[src/rtl/bb_pkg.sv]
// Shared types and sizing helpers for the black-box truth-table prober.
package bb_pkg;

   typedef enum logic [1:0] {
      IDLE  = 2'd0,
      DRIVE = 2'd1,
      FIN   = 2'd2
   } state_t;

   // Sizing for the default 3-input / 1-output configuration.
   localparam int N_IN_DEF  = 3;
   localparam int N_OUT_DEF = 1;
   localparam int NVEC      = 1 << N_IN_DEF;
   localparam int TBL_W     = N_OUT_DEF * NVEC;

   // Number of input vectors in a sweep.
   function automatic int nvec_f(input int n_in);
      return 1 << n_in;
   endfunction

   // Total truth-table width.
   function automatic int tbl_w_f(input int n_in, input int n_out);
      return n_out * (1 << n_in);
   endfunction

   // LSB position of the minterm-count field for output o.
   function automatic int cnt_off(input int o, input int n_in);
      return o * (n_in + 1);
   endfunction

endpackage

[src/rtl/bb_prober_if.sv]
// Handshake, black-box and result signals of the prober, grouped as one bundle.
interface bb_prober_if
   import bb_pkg::*;
#(
   parameter int N_IN  = 3,
   parameter int N_OUT = 1
);
   localparam int TW = tbl_w_f(N_IN, N_OUT);
   localparam int CW = N_IN + 1;

   logic                  start;
   logic                  abort;
   logic [TW-1:0]         expect_tbl;
   logic [N_OUT-1:0]      resp;
   logic [N_IN-1:0]       probe_vec;
   logic                  busy;
   logic                  done;
   logic                  result_valid;
   logic [TW-1:0]         truth_tbl;
   logic [N_OUT*CW-1:0]   ones_cnt;
   logic                  mismatch;
   logic [N_IN-1:0]       first_bad;

   // Prober side.
   modport master (
      input  start, abort, expect_tbl, resp,
      output probe_vec, busy, done, result_valid, truth_tbl, ones_cnt, mismatch, first_bad
   );

   // Environment side: issues requests, hosts the black box, reads results.
   modport slave (
      output start, abort, expect_tbl, resp,
      input  probe_vec, busy, done, result_valid, truth_tbl, ones_cnt, mismatch, first_bad
   );
endinterface

[src/rtl/bb_settle_timer.sv]
// Loadable down-counter that holds each probe vector for SETTLE extra cycles.
module bb_settle_timer #(
   parameter int SETTLE = 0
) (
   input  logic clk,
   input  logic rst_n,
   input  logic load_i,
   input  logic en_i,
   output logic zero_o
);
   localparam int W = (SETTLE > 0) ? $clog2(SETTLE + 1) : 1;
   localparam logic [W-1:0] RELOAD = W'(SETTLE);

   logic [W-1:0] cnt_q, cnt_d;

   // Next count: reload wins over decrement; never goes below zero.
   always_comb begin
      cnt_d = cnt_q;
      if (load_i) begin
         cnt_d = RELOAD;
      end else if (en_i && (cnt_q != '0)) begin
         cnt_d = cnt_q - W'(1);
      end
   end

   // Counter register.
   always_ff @(posedge clk or negedge rst_n) begin
      if (!rst_n) begin
         cnt_q <= '0;
      end else begin
         cnt_q <= cnt_d;
      end
   end

   assign zero_o = (cnt_q == '0);
endmodule

[src/rtl/bb_prober.sv]
// Sweeps every input pattern into a combinational black box, builds its truth
// table, counts minterms per output and compares against an expected table.
module bb_prober
   import bb_pkg::*;
#(
   parameter int N_IN   = 3,
   parameter int N_OUT  = 1,
   parameter int SETTLE = 0
) (
   input  logic         clk,
   input  logic         rst_n,
   bb_prober_if.master  bus
);
   localparam int NV = nvec_f(N_IN);
   localparam int TW = tbl_w_f(N_IN, N_OUT);
   localparam int CW = N_IN + 1;
   localparam logic [N_IN-1:0] LAST = N_IN'(NV - 1);

   state_t              state_q, state_d;
   logic [N_IN-1:0]     idx_q, idx_d;
   logic [N_IN-1:0]     first_bad_q, first_bad_d;
   logic                busy_q, busy_d;
   logic                done_q, done_d;
   logic                rv_q, rv_d;
   logic                mismatch_q, mismatch_d;
   logic                seen_q, seen_d;
   logic [TW-1:0]       truth_q, truth_d, truth_smp;
   logic [TW-1:0]       exp_q, exp_d;
   logic [N_OUT*CW-1:0] ones_q, ones_d, ones_smp;
   logic [N_OUT-1:0]    diff;

   logic accept, sample, last, tmr_load, tmr_en, tmr_zero;

   assign accept   = (state_q == IDLE)  && bus.start && !bus.abort;
   assign sample   = (state_q == DRIVE) && !bus.abort && tmr_zero;
   assign last     = (idx_q == LAST);
   assign tmr_load = accept || (sample && !last);
   assign tmr_en   = (state_q == DRIVE) && !bus.abort && !tmr_zero;

   bb_settle_timer #(.SETTLE(SETTLE)) u_timer (
      .clk    (clk),
      .rst_n  (rst_n),
      .load_i (tmr_load),
      .en_i   (tmr_en),
      .zero_o (tmr_zero)
   );

   // Per-output sample path: the table row with the current response merged
   // in, the incremented minterm count and the compare against the expected bit.
   // Rows are cleared at start and each bit is written once, so OR-merge suffices.
   generate
      for (genvar gi = 0; gi < N_OUT; gi++) begin : g_out
         logic [NV-1:0] exp_row, truth_row, hit;
         assign exp_row   = exp_q[gi*NV +: NV];
         assign truth_row = truth_q[gi*NV +: NV];
         assign hit       = NV'(bus.resp[gi]) << idx_q;
         assign truth_smp[gi*NV +: NV] = truth_row | hit;
         assign ones_smp[cnt_off(gi, N_IN) +: CW] =
            ones_q[cnt_off(gi, N_IN) +: CW] + CW'(bus.resp[gi]);
         assign diff[gi] = bus.resp[gi] ^ exp_row[idx_q];
      end
   endgenerate

   // State register.
   always_ff @(posedge clk or negedge rst_n) begin
      if (!rst_n) begin
         state_q <= IDLE;
      end else begin
         state_q <= state_d;
      end
   end

   // Next-state logic; abort always returns to IDLE.
   always_comb begin
      state_d = state_q;
      case (state_q)
         IDLE:    if (accept) state_d = DRIVE;
         DRIVE: begin
            if (bus.abort)          state_d = IDLE;
            else if (sample && last) state_d = FIN;
         end
         FIN:     state_d = IDLE;
         default: state_d = IDLE;
      endcase
   end

   // Output/datapath next values; every registered output reflects the state being entered.
   always_comb begin
      idx_d       = idx_q;
      first_bad_d = first_bad_q;
      busy_d      = busy_q;
      done_d      = 1'b0;
      rv_d        = rv_q;
      mismatch_d  = mismatch_q;
      seen_d      = seen_q;
      truth_d     = truth_q;
      exp_d       = exp_q;
      ones_d      = ones_q;
      case (state_q)
         IDLE: begin
            if (accept) begin
               idx_d       = '0;
               first_bad_d = '0;
               busy_d      = 1'b1;
               rv_d        = 1'b0;
               mismatch_d  = 1'b0;
               seen_d      = 1'b0;
               truth_d     = '0;
               ones_d      = '0;
               exp_d       = bus.expect_tbl;
            end
         end
         DRIVE: begin
            if (bus.abort) begin
               busy_d     = 1'b0;
               rv_d       = 1'b0;
               mismatch_d = 1'b0;
            end else if (sample) begin
               truth_d = truth_smp;
               ones_d  = ones_smp;
               if ((diff != '0) && !seen_q) begin
                  seen_d      = 1'b1;
                  first_bad_d = idx_q;
               end
               if (last) begin
                  busy_d     = 1'b0;
                  done_d     = 1'b1;
                  rv_d       = 1'b1;
                  mismatch_d = seen_q || (diff != '0);
               end else begin
                  idx_d = idx_q + N_IN'(1);
               end
            end
         end
         FIN: begin
            if (bus.abort) begin
               rv_d       = 1'b0;
               mismatch_d = 1'b0;
            end
         end
         default: ;
      endcase
   end

   // Datapath and output registers.
   always_ff @(posedge clk or negedge rst_n) begin
      if (!rst_n) begin
         idx_q       <= '0;
         first_bad_q <= '0;
         busy_q      <= 1'b0;
         done_q      <= 1'b0;
         rv_q        <= 1'b0;
         mismatch_q  <= 1'b0;
         seen_q      <= 1'b0;
         truth_q     <= '0;
         exp_q       <= '0;
         ones_q      <= '0;
      end else begin
         idx_q       <= idx_d;
         first_bad_q <= first_bad_d;
         busy_q      <= busy_d;
         done_q      <= done_d;
         rv_q        <= rv_d;
         mismatch_q  <= mismatch_d;
         seen_q      <= seen_d;
         truth_q     <= truth_d;
         exp_q       <= exp_d;
         ones_q      <= ones_d;
      end
   end

   assign bus.probe_vec    = idx_q;
   assign bus.busy         = busy_q;
   assign bus.done         = done_q;
   assign bus.result_valid = rv_q;
   assign bus.truth_tbl    = truth_q;
   assign bus.ones_cnt     = ones_q;
   assign bus.mismatch     = mismatch_q;
   assign bus.first_bad    = first_bad_q;
endmodule
[src/flat_wrapper.sv]
// flat-port wrapper written by rule: the top's interface ports become plain ports
module bb_prober_flat import bb_pkg::*;
#(
   parameter int N_IN   = 3,
   parameter int N_OUT  = 1,
   parameter int SETTLE = 0
)
  (clk, rst_n, bus_start, bus_abort, bus_expect_tbl, bus_resp, bus_probe_vec, bus_busy, bus_done, bus_result_valid, bus_truth_tbl, bus_ones_cnt, bus_mismatch, bus_first_bad);
  bb_prober_if #(.N_IN(N_IN), .N_OUT(N_OUT)) bus_i ();
  input  logic clk;
  input  logic rst_n;
  input wire logic [$bits(bus_i.start)-1:0] bus_start;
  input wire logic [$bits(bus_i.abort)-1:0] bus_abort;
  input wire logic [$bits(bus_i.expect_tbl)-1:0] bus_expect_tbl;
  input wire logic [$bits(bus_i.resp)-1:0] bus_resp;
  output wire logic [$bits(bus_i.probe_vec)-1:0] bus_probe_vec;
  output wire logic [$bits(bus_i.busy)-1:0] bus_busy;
  output wire logic [$bits(bus_i.done)-1:0] bus_done;
  output wire logic [$bits(bus_i.result_valid)-1:0] bus_result_valid;
  output wire logic [$bits(bus_i.truth_tbl)-1:0] bus_truth_tbl;
  output wire logic [$bits(bus_i.ones_cnt)-1:0] bus_ones_cnt;
  output wire logic [$bits(bus_i.mismatch)-1:0] bus_mismatch;
  output wire logic [$bits(bus_i.first_bad)-1:0] bus_first_bad;
  assign bus_i.start = bus_start;
  assign bus_i.abort = bus_abort;
  assign bus_i.expect_tbl = bus_expect_tbl;
  assign bus_i.resp = bus_resp;
  assign bus_probe_vec = bus_i.probe_vec;
  assign bus_busy = bus_i.busy;
  assign bus_done = bus_i.done;
  assign bus_result_valid = bus_i.result_valid;
  assign bus_truth_tbl = bus_i.truth_tbl;
  assign bus_ones_cnt = bus_i.ones_cnt;
  assign bus_mismatch = bus_i.mismatch;
  assign bus_first_bad = bus_i.first_bad;
  bb_prober #(.N_IN(N_IN), .N_OUT(N_OUT), .SETTLE(SETTLE)) u_core (.clk(clk), .rst_n(rst_n), .bus(bus_i));
endmodule
[config.mk]
export PLATFORM = sky130hd
export DESIGN_NAME = bb_prober_flat
export DESIGN_NICKNAME = d
export VERILOG_FILES = /design/src/rtl/bb_pkg.sv /design/src/rtl/bb_prober_if.sv /design/src/rtl/bb_settle_timer.sv /design/src/rtl/bb_prober.sv /design/src/flat_wrapper.sv
export SDC_FILE = /design/constraint.sdc
export NUM_CORES = 1
export LEC_CHECK = 0
export ABC_AREA = 1
export CORE_MARGIN = 2
export CORE_UTILIZATION = 50
export DETAILED_ROUTE_END_ITERATION = 10
export HOLD_SLACK_MARGIN = 0.03
export PLACE_DENSITY = 0.82
export REMOVE_ABC_BUFFERS = 1
export SYNTH_ARGS = -nofsm -noshare
export SYNTH_HDL_FRONTEND = slang
export SYNTH_SLANG_ARGS = --single-unit
[constraint.sdc]
create_clock -name clk -period 1.7 [get_ports clk]
set_input_delay 0.17 -clock clk [delete_from_list [all_inputs] [get_ports clk]]
set_output_delay 0.17 -clock clk [all_outputs]
set_load 0.02 [all_outputs]
==> qor.txt <==
Post-Place Worst Slack -> -0.0521 ns
Root Buffer -> clkbuf_4
hold_buf cts -> 0
drt first pass iters -> 4
max-cap violations -> 0
run status -> complete, no violations
maximum vdd drop -> 0.755 mV
CTS tree -> built
Ys Warns -> 0
min Tclk post-route -> 1.60 ns
# setup viols final -> 0
Final Max Tran Viols -> 0
Worst setup SP type -> register
layout cells sized above 1 -> 19.1%
Logic pwr share -> 35.7%
Core Footprint -> 3310 sq um
commonest non-fill, non-tap cells in the layout -> nand2_1 (45), dfrtp_1 (34), clkdlybuf4s50_1 (31)
die extent in y -> 62.4 microns
Synth-to-Final Area Change -> 33.8%
Ports -> 35
post-synth top area share -> 50.0%
Initial Util -> 51.4%
Hold Path Class -> in -> async
met2 routed WL -> 1640 microns
Seq/Total Area, Yosys -> 50.0%
sum of negative setup slack -> 0 ns
met1 WL -> 1510 microns
WL met3 -> 192 microns
setup ws final -> 0.101 ns
largest net degree at the start of global routing -> 35
routability cong. -> 0.783
htree depth -> 2
total power draw -> 2.83 mW
crit share post-route -> 94.1%
CP cell instances -> ha_1 -> ha_2 -> inv_1 -> o211ai_1 -> nand3_2 -> nor2_2 -> o21ai_1 -> nand2_1
number of CTS-inserted buffers -> 5
initial antenna violation count -> 0
worst path required time -> 1.99 ns
Synth cell types -> 27
vias in the first global route -> 1,242
Max clock buf depth -> 2
Max Fclk -> 0.625 GHz
CP delay by family, top -> flip-flops
total wire length -> 3390 microns
most common cell after layout, fill and taps aside -> nand2_1
detailed router's first-iteration violation count -> 63
Rows -> 21
register bit count reported by yosys -> 34
GR Util All Layers -> 19.5%
Worst slew margin -> 73.1%
Synth Area per Inst -> 9.11 sq um
Worst-Skew Late Latency -> 0.35 ns
clock network power share -> 27.2%
filler cell count in the final layout -> 257
CP peak stage delay -> 0.38 ns
slew of the pin with the lowest slew margin -> 0.404 ns
Syn Std Cell Area -> 1700 sq um
top_reg_cell synth -> dfrtp_1
static leakage -> 1.10 nW
Final nets -> 251
DP Wirelength -> 2350 microns
ys async rst share -> 100%
Port Buffer Count -> 34
Vias per Instance -> 4.91
switching pwr -> 0.957 mW
Power Dens Cells -> 1240 nW/um^2
clock-pin transition on the worst setup and hold timing paths -> 0.11 ns
gr ovfl total -> 0
uppermost layer routed -> met4
Synth area leader -> dfrtp_1
ANT cells -> 0
wire length per cell -> 12.1 microns
Post-synth EDFFs -> 0
DRC Markers -> 0
sequential share of power -> 37.1%
CTS sink count -> 34
Final Skew -> 0.0111 ns
die width -> 62.4 microns
die area -> 3890 sq um
crit path capture type -> register
Crit path buffers/inverters -> 1
Hold Violations, Final -> 0
crit path kind -> reg -> reg
internal power -> 1.88 mW
CP max-delay cell -> dfrtp_1
RSZ-0062 raised after global routing -> true
critical path peak fanout -> 5
global-route wire length before repair -> 5810 microns
via count -> 1,381
Routed Antenna Nets -> 0
switching share of power -> 33.8%
Area contributors post-synth -> dfrtp_1 (50%), nand2_1 (9.9%), inv_1 (5.3%)
Arr. time, crit path -> 1.88 ns
post-synthesis cell count -> 187
==> per-layer routing <==
metal  up-vias  GRT usage (%)
met1       638           26.1
li1        696              -
met5         -              0
met3         7           6.70
met4         0           6.67
met2        40           30.0
==> path summary, 6_finish.rpt <==
path | to | slack, ns | start | cells after the start
setup / recovery | u_core.bus.mismatch | 0.10 | u_core.bus.probe_vec[0] | 8
hold / removal | u_core.bus.ones_cnt[0] | 0.22 | rst_n | 2
setup reg to reg | u_core.bus.mismatch | 0.10 | u_core.bus.probe_vec[0] | 8
hold reg to reg | u_core.bus.mismatch | 0.52 | u_core.bus.mismatch | 2
max in group asynchronous | u_core.bus.done | 1.18 | rst_n | 2
min in group clk | u_core.exp_q[4] | 0.37 | bus_expect_tbl[4] | 3
==> cell families (layout without fill, tap and decap cells) <==
kind of cell               count (synthesis)  in the layout  share of synthesized area (%)
and+or+nand+nor                           88             88                           27.6
buffers and inverters                     32             80                           8.38
adders and majority gates                  4              4                           2.94
AOI/OAI and AO/OA                         29             29                           11.1
DFF                                       34             34                           50.0
==> timing repair <==
item,4_1_cts,5_1_grt
setup buffers,0,4
setup endpoints to repair,0,9
gates resized for setup,0,5
==> cells in the mapped netlist (2+ instances only) <==
cell and instances:
nand2_1 45, dfrtp_1 34, inv_1 24, nand3_1 17, o21ai_0 14, a21oi_2 8, nor2_1 5, nor3_1 5
ha_1 4, buf_2 3, nand4_1 3, o21ai_1 3, a21oi_1 2, inv_2 2, nand2_2 2, nand2_4 2
nand3_2 2, nor2_4 2, nor2_8 2
==> worst register-to-register path, cell delays in order, from the launching register on <==
cell      delay (ns)
dfrtp_1         0.38
ha_1            0.16
ha_2            0.21
inv_1           0.08
o211ai_1        0.25
nand3_2         0.16
nor2_2          0.14
o21ai_1         0.09
nand2_1         0.06
==> flip-flops by register name, indices dropped and copies added, names as in the netlist <==
signal	count
u_core.bus.done	1
u_core.bus.ones_cnt	4
u_core.seen_q	1
u_core.state_q	2
u_core.bus.truth_tbl	8
u_core.u_timer.cnt_q	1
u_core.bus.first_bad	3
u_core.bus.result_valid	1
u_core.bus.busy	1
u_core.bus.mismatch	1
u_core.exp_q	8
u_core.bus.probe_vec	3
==> area by class of cell <==
| type | count | area (sq um) | share of cell area [%] |
|---|---|---|---|
| Clock buffer | 6 | 51.3 | 2.25 |
| Inverter | 27 | 101 | 4.45 |
| Multi-Input combinational cell | 121 | 714 | 31.4 |
| Clock inverter | 2 | 60.1 | 2.64 |
| Tap cell | 46 | 57.6 | 2.53 |
| Timing Repair Buffer | 45 | 443 | 19.4 |
| Sequential cell | 34 | 851 | 37.3 |
==> power by group through the flow <==
stage	clock network, mW	logic (mW)	registers, mW
2_1_floorplan	0	0.458	1.19
3_3_place_gp	0	0.969	1.06
3_5_place_dp	0	0.985	1.06
4_1_cts	0.781	0.995	1.05
5_1_grt	0.833	1.11	1.07
6_report	0.771	1.01	1.05
==> stage by stage <==
stage	instance area (sq um)	hold WS, ns	cells	utilization (%)
after floorplan	1660	-0.126	182	-
after global placement	2120	0.482	269	64.2
after detailed placement	2120	0.483	269	64.2
after CTS	2240	0.232	277	67.5
after global routing	2280	0.248	281	68.8
final	2280	0.219	281	68.8
Note: power is estimated with default switching activity, not from simulation.
